File: config.mk
export PLATFORM = sky130hd
export DESIGN_NAME = encoder_round_sched_flat
export DESIGN_NICKNAME = d
export VERILOG_FILES = /design/src/rtl/encoder_pkg.sv /design/src/rtl/encoder_round_sched_if.sv /design/src/rtl/sched_mem_mux.sv /design/src/rtl/encoder_round_sched.sv /design/src/flat_wrapper.sv
export SDC_FILE = /design/constraint.sdc
export NUM_CORES = 1
export LEC_CHECK = 0
export BUFFER_PORTS_ARGS = -buffer_cell sky130_fd_sc_hd__buf_2
export CORE_MARGIN = 4
export CORE_UTILIZATION = 42
export CTS_BUF_LIST = sky130_fd_sc_hd__clkbuf_4
export DETAILED_ROUTE_END_ITERATION = 8
export PLACE_DENSITY = 0.89
export SLEW_MARGIN = 10
export SYNTH_ARGS = -nofsm -noshare
export SYNTH_HDL_FRONTEND = slang
export SYNTH_SLANG_ARGS = --single-unit
File: constraint.sdc
create_clock -name clk -period 4.2 [get_ports clk]
set_input_delay 0.42 -clock clk [delete_from_list [all_inputs] [get_ports clk]]
set_output_delay 0.42 -clock clk [all_outputs]
set_load 0.01 [all_outputs]
File: src/rtl/encoder_pkg.sv
// Shared types and constants for the matrix encoder round scheduler.
// Stage indices fix the order in which the function blocks run within a round.
package encoder_pkg;

  localparam int DEF_ADDR_W = 6;
  localparam int DEF_LINE_W = 25;
  localparam int ROUND_W    = 5;
  localparam int STG_IDX_W  = 3;

  localparam logic [STG_IDX_W-1:0] STG_COLPAR = 3'd0;
  localparam logic [STG_IDX_W-1:0] STG_ROT    = 3'd1;
  localparam logic [STG_IDX_W-1:0] STG_PERM   = 3'd2;
  localparam logic [STG_IDX_W-1:0] STG_REVAL  = 3'd3;
  localparam logic [STG_IDX_W-1:0] STG_ADDRC  = 3'd4;

  typedef enum logic [1:0] {
    IDLE,
    LAUNCH,
    WAIT,
    DONE
  } sched_state_e;

endpackage

File: src/rtl/encoder_round_sched_if.sv
// Control, stage-handshake and memory-write bundle of the round scheduler.
// master = scheduler side, slave = controller plus function stages.
interface encoder_round_sched_if
  import encoder_pkg::*;
#(
  parameter int NUM_STG = 5,
  parameter int ADDR_W  = DEF_ADDR_W,
  parameter int LINE_W  = DEF_LINE_W
);

  logic                      start;
  logic                      busy;
  logic                      done;
  logic                      error;
  logic [ROUND_W-1:0]        round_idx;
  logic [STG_IDX_W-1:0]      stage_idx;
  logic [NUM_STG-1:0]        stg_start;
  logic [NUM_STG-1:0]        stg_done;
  logic [NUM_STG*ADDR_W-1:0] stg_addr;
  logic [NUM_STG-1:0]        stg_wr_en;
  logic [NUM_STG*LINE_W-1:0] stg_wr_val;
  logic [ADDR_W-1:0]         mem_addr;
  logic                      mem_wr_en;
  logic [LINE_W-1:0]         mem_wr_data;

  modport master (
    input  start, stg_done, stg_addr, stg_wr_en, stg_wr_val,
    output busy, done, error, round_idx, stage_idx, stg_start,
           mem_addr, mem_wr_en, mem_wr_data
  );

  modport slave (
    output start, stg_done, stg_addr, stg_wr_en, stg_wr_val,
    input  busy, done, error, round_idx, stage_idx, stg_start,
           mem_addr, mem_wr_en, mem_wr_data
  );

endinterface

File: src/rtl/sched_mem_mux.sv
// Selects the active stage's address and write signals from the packed stage buses.
// Outputs are forced to zero whenever no stage owns the memory port.
module sched_mem_mux #(
  parameter int NUM_STG = 5,
  parameter int ADDR_W  = 6,
  parameter int LINE_W  = 25,
  parameter int SEL_W   = 3
) (
  input  logic                      en,
  input  logic [SEL_W-1:0]          sel,
  input  logic [NUM_STG*ADDR_W-1:0] stg_addr,
  input  logic [NUM_STG-1:0]        stg_wr_en,
  input  logic [NUM_STG*LINE_W-1:0] stg_wr_val,
  output logic [ADDR_W-1:0]         mem_addr,
  output logic                      mem_wr_en,
  output logic [LINE_W-1:0]         mem_wr_data
);

  always_comb begin
    // NOTE: every output gets a default before the conditional so no path infers a latch.
    mem_addr    = '0;
    mem_wr_en   = 1'b0;
    mem_wr_data = '0;
    if (en && (int'(sel) < NUM_STG)) begin
      mem_addr    = stg_addr[int'(sel)*ADDR_W +: ADDR_W];
      mem_wr_en   = stg_wr_en[sel];
      mem_wr_data = stg_wr_val[int'(sel)*LINE_W +: LINE_W];
    end
  end

endmodule

File: src/rtl/encoder_round_sched.sv
// Round scheduler: launches each function stage in turn for ROUNDS rounds, owns the
// shared memory write port, and aborts with a sticky error if a stage hangs.
module encoder_round_sched
  import encoder_pkg::*;
#(
  parameter int NUM_STG = 5,
  parameter int ROUNDS  = 24,
  parameter int ADDR_W  = DEF_ADDR_W,
  parameter int LINE_W  = DEF_LINE_W,
  parameter int TIMEOUT = 255
) (
  input logic                    clk,
  input logic                    rst,
  encoder_round_sched_if.master  bus
);

  localparam int                    WD_W     = $clog2(TIMEOUT + 1);
  localparam logic [WD_W-1:0]       WD_LAST  = WD_W'(TIMEOUT - 1);
  localparam logic [STG_IDX_W-1:0]  LAST_STG = STG_IDX_W'(NUM_STG - 1);
  localparam logic [ROUND_W-1:0]    LAST_RND = ROUND_W'(ROUNDS - 1);

  sched_state_e         state_q, state_nxt;
  logic [ROUND_W-1:0]   round_q, round_nxt;
  logic [STG_IDX_W-1:0] stage_q, stage_nxt;
  logic                 error_q, error_nxt;
  logic [WD_W-1:0]      wdog_q, wdog_nxt;
  logic [NUM_STG-1:0]   stage_oh;
  logic [NUM_STG-1:0]   stg_start_c;
  logic                 active_done;

  // Only the active stage's done line is ever looked at.
  assign stage_oh    = NUM_STG'(1) << stage_q;
  assign active_done = |(bus.stg_done & stage_oh);

  always_comb begin
    state_nxt   = state_q;
    round_nxt   = round_q;
    stage_nxt   = stage_q;
    error_nxt   = error_q;
    wdog_nxt    = wdog_q;
    stg_start_c = '0;
    case (state_q)
      IDLE: begin
        if (bus.start) begin
          state_nxt = LAUNCH;
          round_nxt = '0;
          stage_nxt = STG_COLPAR;
          error_nxt = 1'b0;
        end
      end
      LAUNCH: begin
        stg_start_c = stage_oh;
        wdog_nxt    = '0;
        state_nxt   = WAIT;
      end
      WAIT: begin
        wdog_nxt = wdog_q + WD_W'(1);
        // A done in the expiry cycle still counts: done has priority over timeout.
        if (active_done) begin
          if (stage_q != LAST_STG) begin
            stage_nxt = stage_q + STG_IDX_W'(1);
            state_nxt = LAUNCH;
          end else if (round_q != LAST_RND) begin
            round_nxt = round_q + ROUND_W'(1);
            stage_nxt = STG_COLPAR;
            state_nxt = LAUNCH;
          end else begin
            state_nxt = DONE;
          end
        end else if (wdog_q == WD_LAST) begin
          error_nxt = 1'b1;
          state_nxt = IDLE;
        end
      end
      DONE:    state_nxt = IDLE;
      default: state_nxt = IDLE;
    endcase
  end

  always_ff @(posedge clk) begin
    // NOTE: state registers use non-blocking assignments so every flop samples pre-edge values.
    if (rst) begin
      state_q <= IDLE;
      round_q <= '0;
      stage_q <= STG_COLPAR;
      error_q <= 1'b0;
      wdog_q  <= '0;
    end else begin
      state_q <= state_nxt;
      round_q <= round_nxt;
      stage_q <= stage_nxt;
      error_q <= error_nxt;
      wdog_q  <= wdog_nxt;
    end
  end

  assign bus.busy      = (state_q != IDLE);
  assign bus.done      = (state_q == DONE);
  assign bus.error     = error_q;
  assign bus.round_idx = round_q;
  assign bus.stage_idx = stage_q;
  assign bus.stg_start = stg_start_c;

  sched_mem_mux #(
    .NUM_STG (NUM_STG),
    .ADDR_W  (ADDR_W),
    .LINE_W  (LINE_W),
    .SEL_W   (STG_IDX_W)
  ) u_mem_mux (
    .en          ((state_q == LAUNCH) || (state_q == WAIT)),
    .sel         (stage_q),
    .stg_addr    (bus.stg_addr),
    .stg_wr_en   (bus.stg_wr_en),
    .stg_wr_val  (bus.stg_wr_val),
    .mem_addr    (bus.mem_addr),
    .mem_wr_en   (bus.mem_wr_en),
    .mem_wr_data (bus.mem_wr_data)
  );

endmodule

File: src/flat_wrapper.sv
// flat-port wrapper written by rule: the top's interface ports become plain ports
module encoder_round_sched_flat import encoder_pkg::*;
#(
  parameter int NUM_STG = 5,
  parameter int ROUNDS  = 24,
  parameter int ADDR_W  = DEF_ADDR_W,
  parameter int LINE_W  = DEF_LINE_W,
  parameter int TIMEOUT = 255
)
  (clk, rst, bus_start, bus_stg_done, bus_stg_addr, bus_stg_wr_en, bus_stg_wr_val, bus_busy, bus_done, bus_error, bus_round_idx, bus_stage_idx, bus_stg_start, bus_mem_addr, bus_mem_wr_en, bus_mem_wr_data);
  encoder_round_sched_if #(.NUM_STG(NUM_STG), .ADDR_W(ADDR_W), .LINE_W(LINE_W)) bus_i ();
  input logic clk;
  input logic rst;
  input wire logic [$bits(bus_i.start)-1:0] bus_start;
  input wire logic [$bits(bus_i.stg_done)-1:0] bus_stg_done;
  input wire logic [$bits(bus_i.stg_addr)-1:0] bus_stg_addr;
  input wire logic [$bits(bus_i.stg_wr_en)-1:0] bus_stg_wr_en;
  input wire logic [$bits(bus_i.stg_wr_val)-1:0] bus_stg_wr_val;
  output wire logic [$bits(bus_i.busy)-1:0] bus_busy;
  output wire logic [$bits(bus_i.done)-1:0] bus_done;
  output wire logic [$bits(bus_i.error)-1:0] bus_error;
  output wire logic [$bits(bus_i.round_idx)-1:0] bus_round_idx;
  output wire logic [$bits(bus_i.stage_idx)-1:0] bus_stage_idx;
  output wire logic [$bits(bus_i.stg_start)-1:0] bus_stg_start;
  output wire logic [$bits(bus_i.mem_addr)-1:0] bus_mem_addr;
  output wire logic [$bits(bus_i.mem_wr_en)-1:0] bus_mem_wr_en;
  output wire logic [$bits(bus_i.mem_wr_data)-1:0] bus_mem_wr_data;
  assign bus_i.start = bus_start;
  assign bus_i.stg_done = bus_stg_done;
  assign bus_i.stg_addr = bus_stg_addr;
  assign bus_i.stg_wr_en = bus_stg_wr_en;
  assign bus_i.stg_wr_val = bus_stg_wr_val;
  assign bus_busy = bus_i.busy;
  assign bus_done = bus_i.done;
  assign bus_error = bus_i.error;
  assign bus_round_idx = bus_i.round_idx;
  assign bus_stage_idx = bus_i.stage_idx;
  assign bus_stg_start = bus_i.stg_start;
  assign bus_mem_addr = bus_i.mem_addr;
  assign bus_mem_wr_en = bus_i.mem_wr_en;
  assign bus_mem_wr_data = bus_i.mem_wr_data;
  encoder_round_sched #(.NUM_STG(NUM_STG), .ROUNDS(ROUNDS), .ADDR_W(ADDR_W), .LINE_W(LINE_W), .TIMEOUT(TIMEOUT)) u_core (.clk(clk), .rst(rst), .bus(bus_i));
endmodule
**Word level (Yosys, flattened, before mapping)**

Index checks and enable logic that the tools add are counted.
Widths: inputs -> output; s select.

- Register bits: 19
- Bits of input ports: 168
- Word-level logic and storage cells: 68

- $add $sub $neg: 3
- $mul: 2
- Magnitude comparators: 2
- Equality and inequality tests: 14
- Shifts and indexed selects: 3
- Multiplexer cells: 27
- Bitwise logic cells: 1
- Reduce and logical (&&, ||, !) cells: 11

Operator list:

| kind | number |
|---|---|
| $shiftx 125x9->25 | 1 |
| $shiftx 30x7->6 | 1 |
| $mux 25 | 1 |
| $mux 5 | 5 |
| $pmux 8 s2 | 1 |
| $mux 3 | 4 |
| $mux 2 | 5 |
| $pmux 5 s2 | 1 |
| $add 8x1->8 const B | 1 |
| $eq 8x8->1 const B | 1 |
| $mul 3x5->8 const B | 1 |
| $pmux 2 s4 | 1 |
| $reduce_and 4->1 | 2 |
| $mux 6 | 1 |
| $ne 2x1->1 const B | 3 |
| $ne 2x2->1 const B | 3 |
| $ne 3x1->1 const B | 2 |
| $pmux 3 s2 | 1 |
| $reduce_bool 2->1 | 3 |
| $add 5x1->5 const B | 1 |
| $and 5x5->5 | 1 |
| $mul 3x2->5 const B | 1 |
| $mux 1 | 5 |
| $ne 5x5->1 const B | 1 |
| 15 further kinds | 16 |

**Logic depth before layout (Yosys ltp)**

Gate-level depths: netlist of run 1.

- Depth after elaboration: 5
- Gate-level depth with buffers: 9
- Gate-level depth less buffers: 7

**Hierarchy**

Synthesis of run 1 repeated with hierarchy kept, for this count alone.

- Cell total of the unflattened synthesis: 299
- Area total of the unflattened synthesis: 2558.7 um^2

Modules (own cells, without submodules):

| module | times used | cells each | area each (um^2) | sequential area each (um^2) |
|---|---|---|---|---|
| sched_mem_mux | 1 | 154 | 1291.2 | 0.0 |
| encoder_round_sched | 1 | 145 | 1267.5 | 380.4 |

**Worst setup path before layout of run 1**

OpenSTA, ideal clock, no wires.

- Kind: register to register
- Start point: register u_core.stage_q[1], in the netlist u_core.bus.stage_idx[1]
- End point: register u_core.stage_q[1], in the netlist u_core.bus.stage_idx[1]
- Setup time: 0.065 ns
- Arrival: 2.294 ns
- Required time: 4.135 ns
- Path slack: 1.841 ns
- Cell stages (with the launch flop): 10
- Buffers on the path: 2
- Cells stage by stage: dfxtp_1 clkbuf_1 buf_1 inv_1 ha_1 a22oi_1 o21ai_0 o221ai_1 mux2_2 nor2_1

- Longest elaborated chain between the ends: 5
- Elaborated cells between the ends (all ways): 11

Ends and longest elaborated chain:

| item | RTL line | text |
|---|---|---|
| from (decl) | encoder_round_sched.sv:24 | `logic [STG_IDX_W-1:0] stage_q, stage_nxt;` |
| from (signal assigned) | encoder_round_sched.sv:91 | `stage_q <= stage_nxt;` |
| parallel branches: the longest is 5 deep, another holds $add 3x1->3 | -- |  |

Parallel ways; which one is timed is not known. The select of a mux whose other input is x is not followed.
A chain may end at the register's enable or synchronous reset.

**Worst setup path after layout of run 1**

- Start point: register u_core.stage_q[1], in the netlist u_core.bus.stage_idx[1]
- End point: output port bus_mem_wr_en

- Longest elaborated chain between the ends: 3
- Elaborated cells between the ends (all ways): 5

Ends and longest elaborated chain:

| item | RTL line | text |
|---|---|---|
| $bmux 1 s3 or $lt 3x3->1 (tied branches) | sched_mem_mux.sv:26, sched_mem_mux.sv:24 |  |
| $mux 1 (implied by the code) or $logic_and 1x1->1 (tied branches) | sched_mem_mux.sv:26, sched_mem_mux.sv:24 |  |
| $mux 1 * | sched_mem_mux.sv:24 | `if (en && (int'(sel) < NUM_STG)) begin` |
| to (decl) | flat_wrapper.sv:26 | `output wire logic [$bits(bus_i.mem_wr_en)-1:0] bus_mem_wr_en;` |

Every way passes the cells marked *; elsewhere a longest branch is shown, timed or not. The select of a mux whose other input is x is not followed.

==> metrics, run 1 <==
status=finished clean; vias per inst=5.60; Yosys cell types=39; Gate Count Post-Synth=295; Die ar.=6940 um2; Initial DRT Pass Iterations=5; RSZ-0062 raised after global routing=no; asr flop ratio synth=0; most used flip-flop cell after synthesis=dfxtp_1; Antenna Nets Post-Route=0; pwr/cell area=208 nW/um2; Top Family by Delay on Critical Path=compound AO/OA/AOI/OAI gates; largest net degree at the start of global routing=42; Post-synth EDFFs=0; Clk Tree Root Cell=clkbuf_4; Max Slew Vio Count=0; crit-path cells=buf_4, nor2_1, o21ai_2, a21oi_1, buf_2; Final GP Congestion=0.929; hold path cells=2; Critical Path RT=3780 ps; initial antenna violation count=1; setup bufs post-CTS=0; DRC=0; RR Startpoint=u_core.bus.stage_idx[0]$_SDFFE_PP0P_; commonest cells after routing, fill and taps aside=215 x buf_2, 72 x nand2_1, 41 x a21oi_1; Fill cells=489; CTS tree=built; worst reg-to-reg path cell count=7; CP Launch Type=flop; worst reg-to-reg setup slack=1680 ps; row count=27; port bufs=215; reg-to-reg critical path endpoint=u_core.bus.round_idx[3]$_SDFFE_PP0P_; Layout Nets=680; Final Total Pwr=736 uW; Initial Utilization=0.433; Hold EP=u_core.wdog_q[0]$_SDFFE_PP0P_; Area Growth Syn to Fin=48.4%; Ports=216; Post-Route WL=10,100 um; clock tree sinks=19; Final Hold Vio Count=0; worst stage delay on the critical path=930 ps; Vias=3,201; min Tclk post-route=3150 ps; global-route wire length before repair=15,800 um; synth warn=0; routed wire length per instance=17.7 um; Max Buffers Root-to-Sink=2; WP depth=5; period utilization=0.750; Clk Latency, worst-skew pair=300 ps; core area=5510 um2; Worst Tran Pin Value=1150 ps; multi-input combinational cell area=1880 um2; slowest CP cell=o21ai_2; Pleak=1.74 nW; Die Wd=83.3 um; worst setup path class=flop to primary output; GRT Total Usage=0.279; vias in the first global route=3,329; H-tree Lvls=1; Seq/Total Area, Yosys=0.160; CTS clock-pin slew for the worst setup and hold paths=110 ps; setup TNS=0 ps; die height=83.3 um; DR iter-0 viols=173; mean area per synthesized cell=8.08 um2; clk_skew=0.541 ps; CTS buffer count=3; FF+latch count, synth=19; Max Cap Viol=0; Final HPWL DP=8500 um; Crit. End Element=primary output; Peak VDD IR=0.000102 V; HP Class=primary input to flop; Bufs and invs on worst path=2; hold_sp=rst; crit-path max FO=30; commonest non-fill, non-tap cell in the layout=buf_2; share of cells above drive strength 1=0.523; Setup Viol. Count Final=0; Resize count post-CTS=0; Post-Syn Area=2380 um2; crit path DAT=2730 ps; fmax=318 MHz; register area=382 um2; GRT overflow=0; hold_buf cts=0; worst rel slew slack=0.236; Mapped Nets=475
-- power by group --
part | switching (mW) | internal (mW) | leakage [nW]
registers | 0.00978 | 0.186 | 0.154
clock network | 0.0594 | 0.0355 | 0.0177
logic | 0.241 | 0.205 | 1.57
total | 0.311 | 0.426 | 1.74
-- per-stage QoR --
| stage | std cells | worst slack (ps) | utilization | cell area (um2) | hold WS [ps] |
|---|---|---|---|---|---|
| 5_1_grt | 572 | 859 | 0.642 | 3540 | 482 |
| 4_1_cts | 571 | 1060 | 0.642 | 3530 | 459 |
| 6_report | 572 | 1050 | 0.642 | 3540 | 466 |
| 3_5_place_dp | 567 | 1410 | 0.637 | 3510 | 454 |
| 2_1_floorplan | 295 | 1840 | - | 2380 | 472 |
| 3_3_place_gp | 567 | 1560 | 0.637 | 3510 | 454 |
-- worst reg2reg max path, stage by stage, from the launching register on --
cell,delay (ps)
dfxtp_2,740
ha_1,260
ha_1,200
a21oi_1,110
or2_2,320
or3_1,340
or4_1,410
o21ai_0,80
-- how the worst max path moves through the flow --
stage,endpoint,slack [ps],startpoint
2_1_floorplan,u_core.bus.stage_idx[1]$_SDFFE_PP0P_,1840,u_core.bus.stage_idx[1]$_SDFFE_PP0P_
3_3_place_gp,bus_mem_wr_en,1560,u_core.bus.stage_idx[1]$_SDFFE_PP0P_
3_5_place_dp,bus_mem_wr_en,1410,u_core.bus.stage_idx[1]$_SDFFE_PP0P_
4_1_cts,bus_mem_wr_en,1060,u_core.bus.stage_idx[1]$_SDFFE_PP0P_
5_1_grt,bus_mem_wr_en,860,u_core.bus.stage_idx[1]$_SDFFE_PP0P_
6_report,bus_mem_wr_en,1050,u_core.bus.stage_idx[1]$_SDFFE_PP0P_
-- sequential cells by signal, indices dropped and copies added, names as in the netlist --
signal and flops:
u_core.bus.error 1, u_core.bus.round_idx 5, u_core.bus.stage_idx 3, u_core.state_q 2, u_core.wdog_q 8
-- synth_stat cells, types with 3 or more instances --
| library cell | number | area [um2] |
|---|---|---|
| a21oi_1 | 41 | 205 |
| and2_1 | 4 | 25.0 |
| buf_2 | 5 | 25.0 |
| clkbuf_1 | 12 | 45.0 |
| dfxtp_1 | 19 | 380 |
| ha_1 | 12 | 150 |
| inv_1 | 11 | 41.3 |
| mux2i_1 | 3 | 30.0 |
| mux4_2 | 32 | 721 |
| nand2_1 | 72 | 270 |
| nand3_1 | 13 | 65.1 |
| nand4_1 | 4 | 25.0 |
| nor2_1 | 17 | 63.8 |
| o21ai_0 | 6 | 30.0 |
| or2_2 | 3 | 18.8 |
| or3_1 | 6 | 37.5 |
| xor2_1 | 4 | 35.0 |
-- cells by family (layout without fill, tap and decap cells) --
family,after synthesis,count (layout),synth area share
AOI/OAI and AO/OA,62,62,0.146
xor gates and xnor gates,5,5,0.0184
adders and majority gates,12,12,0.0630
buffers and inverters,31,235,0.0514
DFF,19,19,0.160
muxes,36,36,0.320
other,0,1,0
and+or+nand+nor,130,130,0.242
-- area by class of cell --
type / instances / share of cell area
inverter: 12 / 0.0127
antenna: 1 / 0.000707
multi-input combinational: 245 / 0.533
sequential: 19 / 0.108
clock inverter: 1 / 0.00141
timing repair buffer: 219 / 0.313
clock buffer: 3 / 0.00637
tap: 72 / 0.0255
-- metal layers --
layer  up-vias  routed length, um  global-route usage
li1       1490                  -                   -
met1      1489               3580               0.317
met2       188               5120               0.486
met3        34                891              0.0556
met4         0                512               0.152
met5         -                  0                   0
Note: power is estimated with default switching activity, not from simulation.
==> inputs of run 2 (changes only) <==
--- a/config.mk
+++ b/config.mk
@@ -7,10 +7,10 @@
 export LEC_CHECK = 0
 export BUFFER_PORTS_ARGS = -buffer_cell sky130_fd_sc_hd__buf_2
 export CORE_MARGIN = 4
-export CORE_UTILIZATION = 42
+export CORE_UTILIZATION = 39
 export CTS_BUF_LIST = sky130_fd_sc_hd__clkbuf_4
 export DETAILED_ROUTE_END_ITERATION = 8
-export PLACE_DENSITY = 0.89
+export PLACE_DENSITY = 0.83
 export SLEW_MARGIN = 10
 export SYNTH_ARGS = -nofsm -noshare
 export SYNTH_HDL_FRONTEND = slang
==> constraint.sdc (replaced) <==
create_clock -name clk -period 3.02 [get_ports clk]
set_input_delay 0.302 -clock clk [delete_from_list [all_inputs] [get_ports clk]]
set_output_delay 0.302 -clock clk [all_outputs]
set_load 0.01 [all_outputs]
==> metrics, run 2 (synthesized netlist as in run 1, its figures left out) <==
cell internal pwr=597 uW (was 426 uW); CTS clock-pin slew for the worst setup and hold paths=120 ps (was 110 ps); CTS tree=built (unchanged); largest net degree at the start of global routing=34 (was 42); RSZ-0062 raised after global routing=no (unchanged); hold_buf cts=0 (unchanged); DR iter-0 viols=218 (was 173); dpl cells=572 (was 567); Layout Nets=682 (was 680); Resize count post-CTS=0 (unchanged); Post-Route WL=11,000 um (was 10,100 um); setup bufs post-CTS=0 (unchanged); initial antenna violation count=14 (was 1); Reg power frac=0.260 (was 0.266); Final Hold Vio Count=0 (unchanged); fmax=392 MHz; register area=383 um2 (was 382 um2); Worst Tran Pin Value=496 ps (was 1150 ps); commonest non-fill, non-tap cell in the layout=buf_2 (unchanged); commonest cells after routing, fill and taps aside=215 x buf_2, 72 x nand2_1, 41 x a21oi_1 (unchanged); die height=86.2 um (was 83.3 um); reg-to-reg critical path endpoint=u_core.bus.round_idx[3]$_SDFFE_PP0P_ (unchanged); period utilization=0.844; Crit. End Element=primary output (unchanged); RR Startpoint=u_core.state_q[0]$_SDFFE_PP0P_ (was u_core.bus.stage_idx[0]$_SDFFE_PP0P_); clock tree sinks=19 (unchanged); Clk Tree Root Cell=clkbuf_4 (unchanged); Antenna Nets Post-Route=0 (unchanged); largest register by flop count=u_core.wdog_q (unchanged); multi-input combinational cell area=1880 um2 (unchanged); row count=28 (was 27); Critical Path RT=2720 ps (was 3780 ps); Max Slew Vio Count=0 (unchanged); core area=5920 um2 (was 5510 um2); Vias=3,159 (was 3,201); GRT overflow=0 (unchanged); setup TNS=0 ps (unchanged); worst reg-to-reg path cell count=7 (unchanged); Clock power frac=0.132 (was 0.129); H-tree Lvls=1 (unchanged); Max Buffers Root-to-Sink=2 (unchanged); crit path DAT=2250 ps (was 2730 ps); worst stage delay on the critical path=570 ps (was 930 ps); Die Wd=86.2 um (was 83.3 um); worst rel slew slack=0.669 (was 0.236); worst setup path class=flop to primary output (unchanged); Critical Path Sink=bus_mem_wr_data[11] (was bus_mem_wr_en); crit-path cells=buf_4, mux4_2, nand2_1, a21oi_1, buf_2 (was buf_4, nor2_1, o21ai_2, a21oi_1, buf_2); Peak VDD IR=0.000175 V (was 0.000102 V); Area Growth Syn to Fin=49.8% (was 48.4%); GRT Total Usage=0.280 (was 0.279); Die ar.=7430 um2 (was 6940 um2); Pleak=1.75 nW (was 1.74 nW); Clk Latency, worst-skew pair=310 ps (was 300 ps); Final GP Congestion=0.920 (was 0.929); Final HPWL DP=9330 um (was 8500 um); Setup Viol. Count Final=0 (unchanged); min Tclk post-route=2550 ps; status=finished clean (unchanged); Comb power frac=0.608 (was 0.605); max reg flops=8 (unchanged); CP Launch Point=u_core.bus.stage_idx[0]$_SDFFE_PP0P_ (was u_core.bus.stage_idx[1]$_SDFFE_PP0P_); slowest CP cell=mux4_2 (was o21ai_2); worst reg-to-reg setup slack=620 ps (was 1680 ps); Ports=216 (unchanged); Switching Share=0.423 (was 0.422); vias in the first global route=2,997 (was 3,329); pwr/cell area=290 nW/um2 (was 208 nW/um2); vias per inst=5.43 (was 5.60); Fill cells=551 (was 489); routed wire length per instance=18.9 um (was 17.7 um); switching power total=438 uW (was 311 uW); clk_skew=3.98 ps (was 0.541 ps); Finished Layout Cells=582 (was 572); DRC=0 (unchanged); CP Launch Type=flop (unchanged); Initial Utilization=0.403 (was 0.433); crit-path max FO=28 (was 30); port bufs=215 (unchanged); HP Class=primary input to flop (unchanged); Initial DRT Pass Iterations=5 (unchanged); Fin Hold WS=343 ps (was 466 ps); CTS buffer count=3 (unchanged); global-route wire length before repair=16,000 um (was 15,800 um); share of cells above drive strength 1=0.527 (was 0.523); Max Cap Viol=0 (unchanged)
run 2: changes by cell type in the layout (fill, tap and decap cells not counted):
cell	change
buf_4	+2
dfxtp_1	-1
dfxtp_2	+1
diode_2	+5
run 2: worst min-delay path by stage:
stage,from,end,slack (ps),cells after the start
after floorplan,rst,u_core.bus.round_idx[2]$_SDFFE_PP0P_,420,1
after global placement,u_core.bus.error$_SDFFE_PP0P_,u_core.bus.error$_SDFFE_PP0P_,470,1
after detailed placement,u_core.bus.error$_SDFFE_PP0P_,u_core.bus.error$_SDFFE_PP0P_,480,1
after CTS,rst,u_core.wdog_q[1]$_SDFFE_PP0P_,340,2
after global routing,rst,u_core.wdog_q[1]$_SDFFE_PP0P_,340,2
final,rst,u_core.bus.round_idx[4]$_SDFFE_PP0P_,340,2
run 2: worst max-delay path, delay by kind of cell (launching register included):
kind                   cells  cell delay (ps)
AO/OA/AOI/OAI              1               80
buffers and inverters      2              650
flip-flops                 1              530
multiplexers               1              570
AND/OR/NAND/NOR            1               90
run 2: layer usage:
layer | track usage | part of all wire
met3 | 0.147 | 0.14
met2 | 0.460 | 0.48
met1 | 0.330 | 0.36
met5 | 0 | 0.0094
met4 | 0.0510 | 0.0095
run 2: layout make-up:
type / instances / area share
Antenna cell: 6 / 0.00421
Clock inverter: 1 / 0.00140
Timing Repair Buffer: 221 / 0.314
Inverter: 12 / 0.0126
Tap cell: 75 / 0.0263
Multi-Input combinational cell: 245 / 0.528
Clock buffer: 3 / 0.00631
Sequential cell: 19 / 0.107
run 2: power by group through the flow:
stage / registers, mW / clock network (mW) / logic [mW]
finish: 0.269 / 0.137 / 0.629
global route: 0.271 / 0.150 / 0.689
CTS: 0.269 / 0.137 / 0.624
detailed placement: 0.275 / 0 / 0.621
global placement: 0.274 / 0 / 0.616
floorplan: 0.271 / 0 / 0.346
run 2: per-stage QoR:
stage | cell area [um2] | setup slack (ps) | util | total power [mW]
2_1_floorplan | 2380 | 661 | - | 0.616
3_3_place_gp | 3530 | 782 | 0.596 | 0.889
3_5_place_dp | 3530 | 740 | 0.596 | 0.896
4_1_cts | 3550 | 435 | 0.600 | 1.03
5_1_grt | 3570 | 247 | 0.602 | 1.11
6_report | 3570 | 471 | 0.603 | 1.04
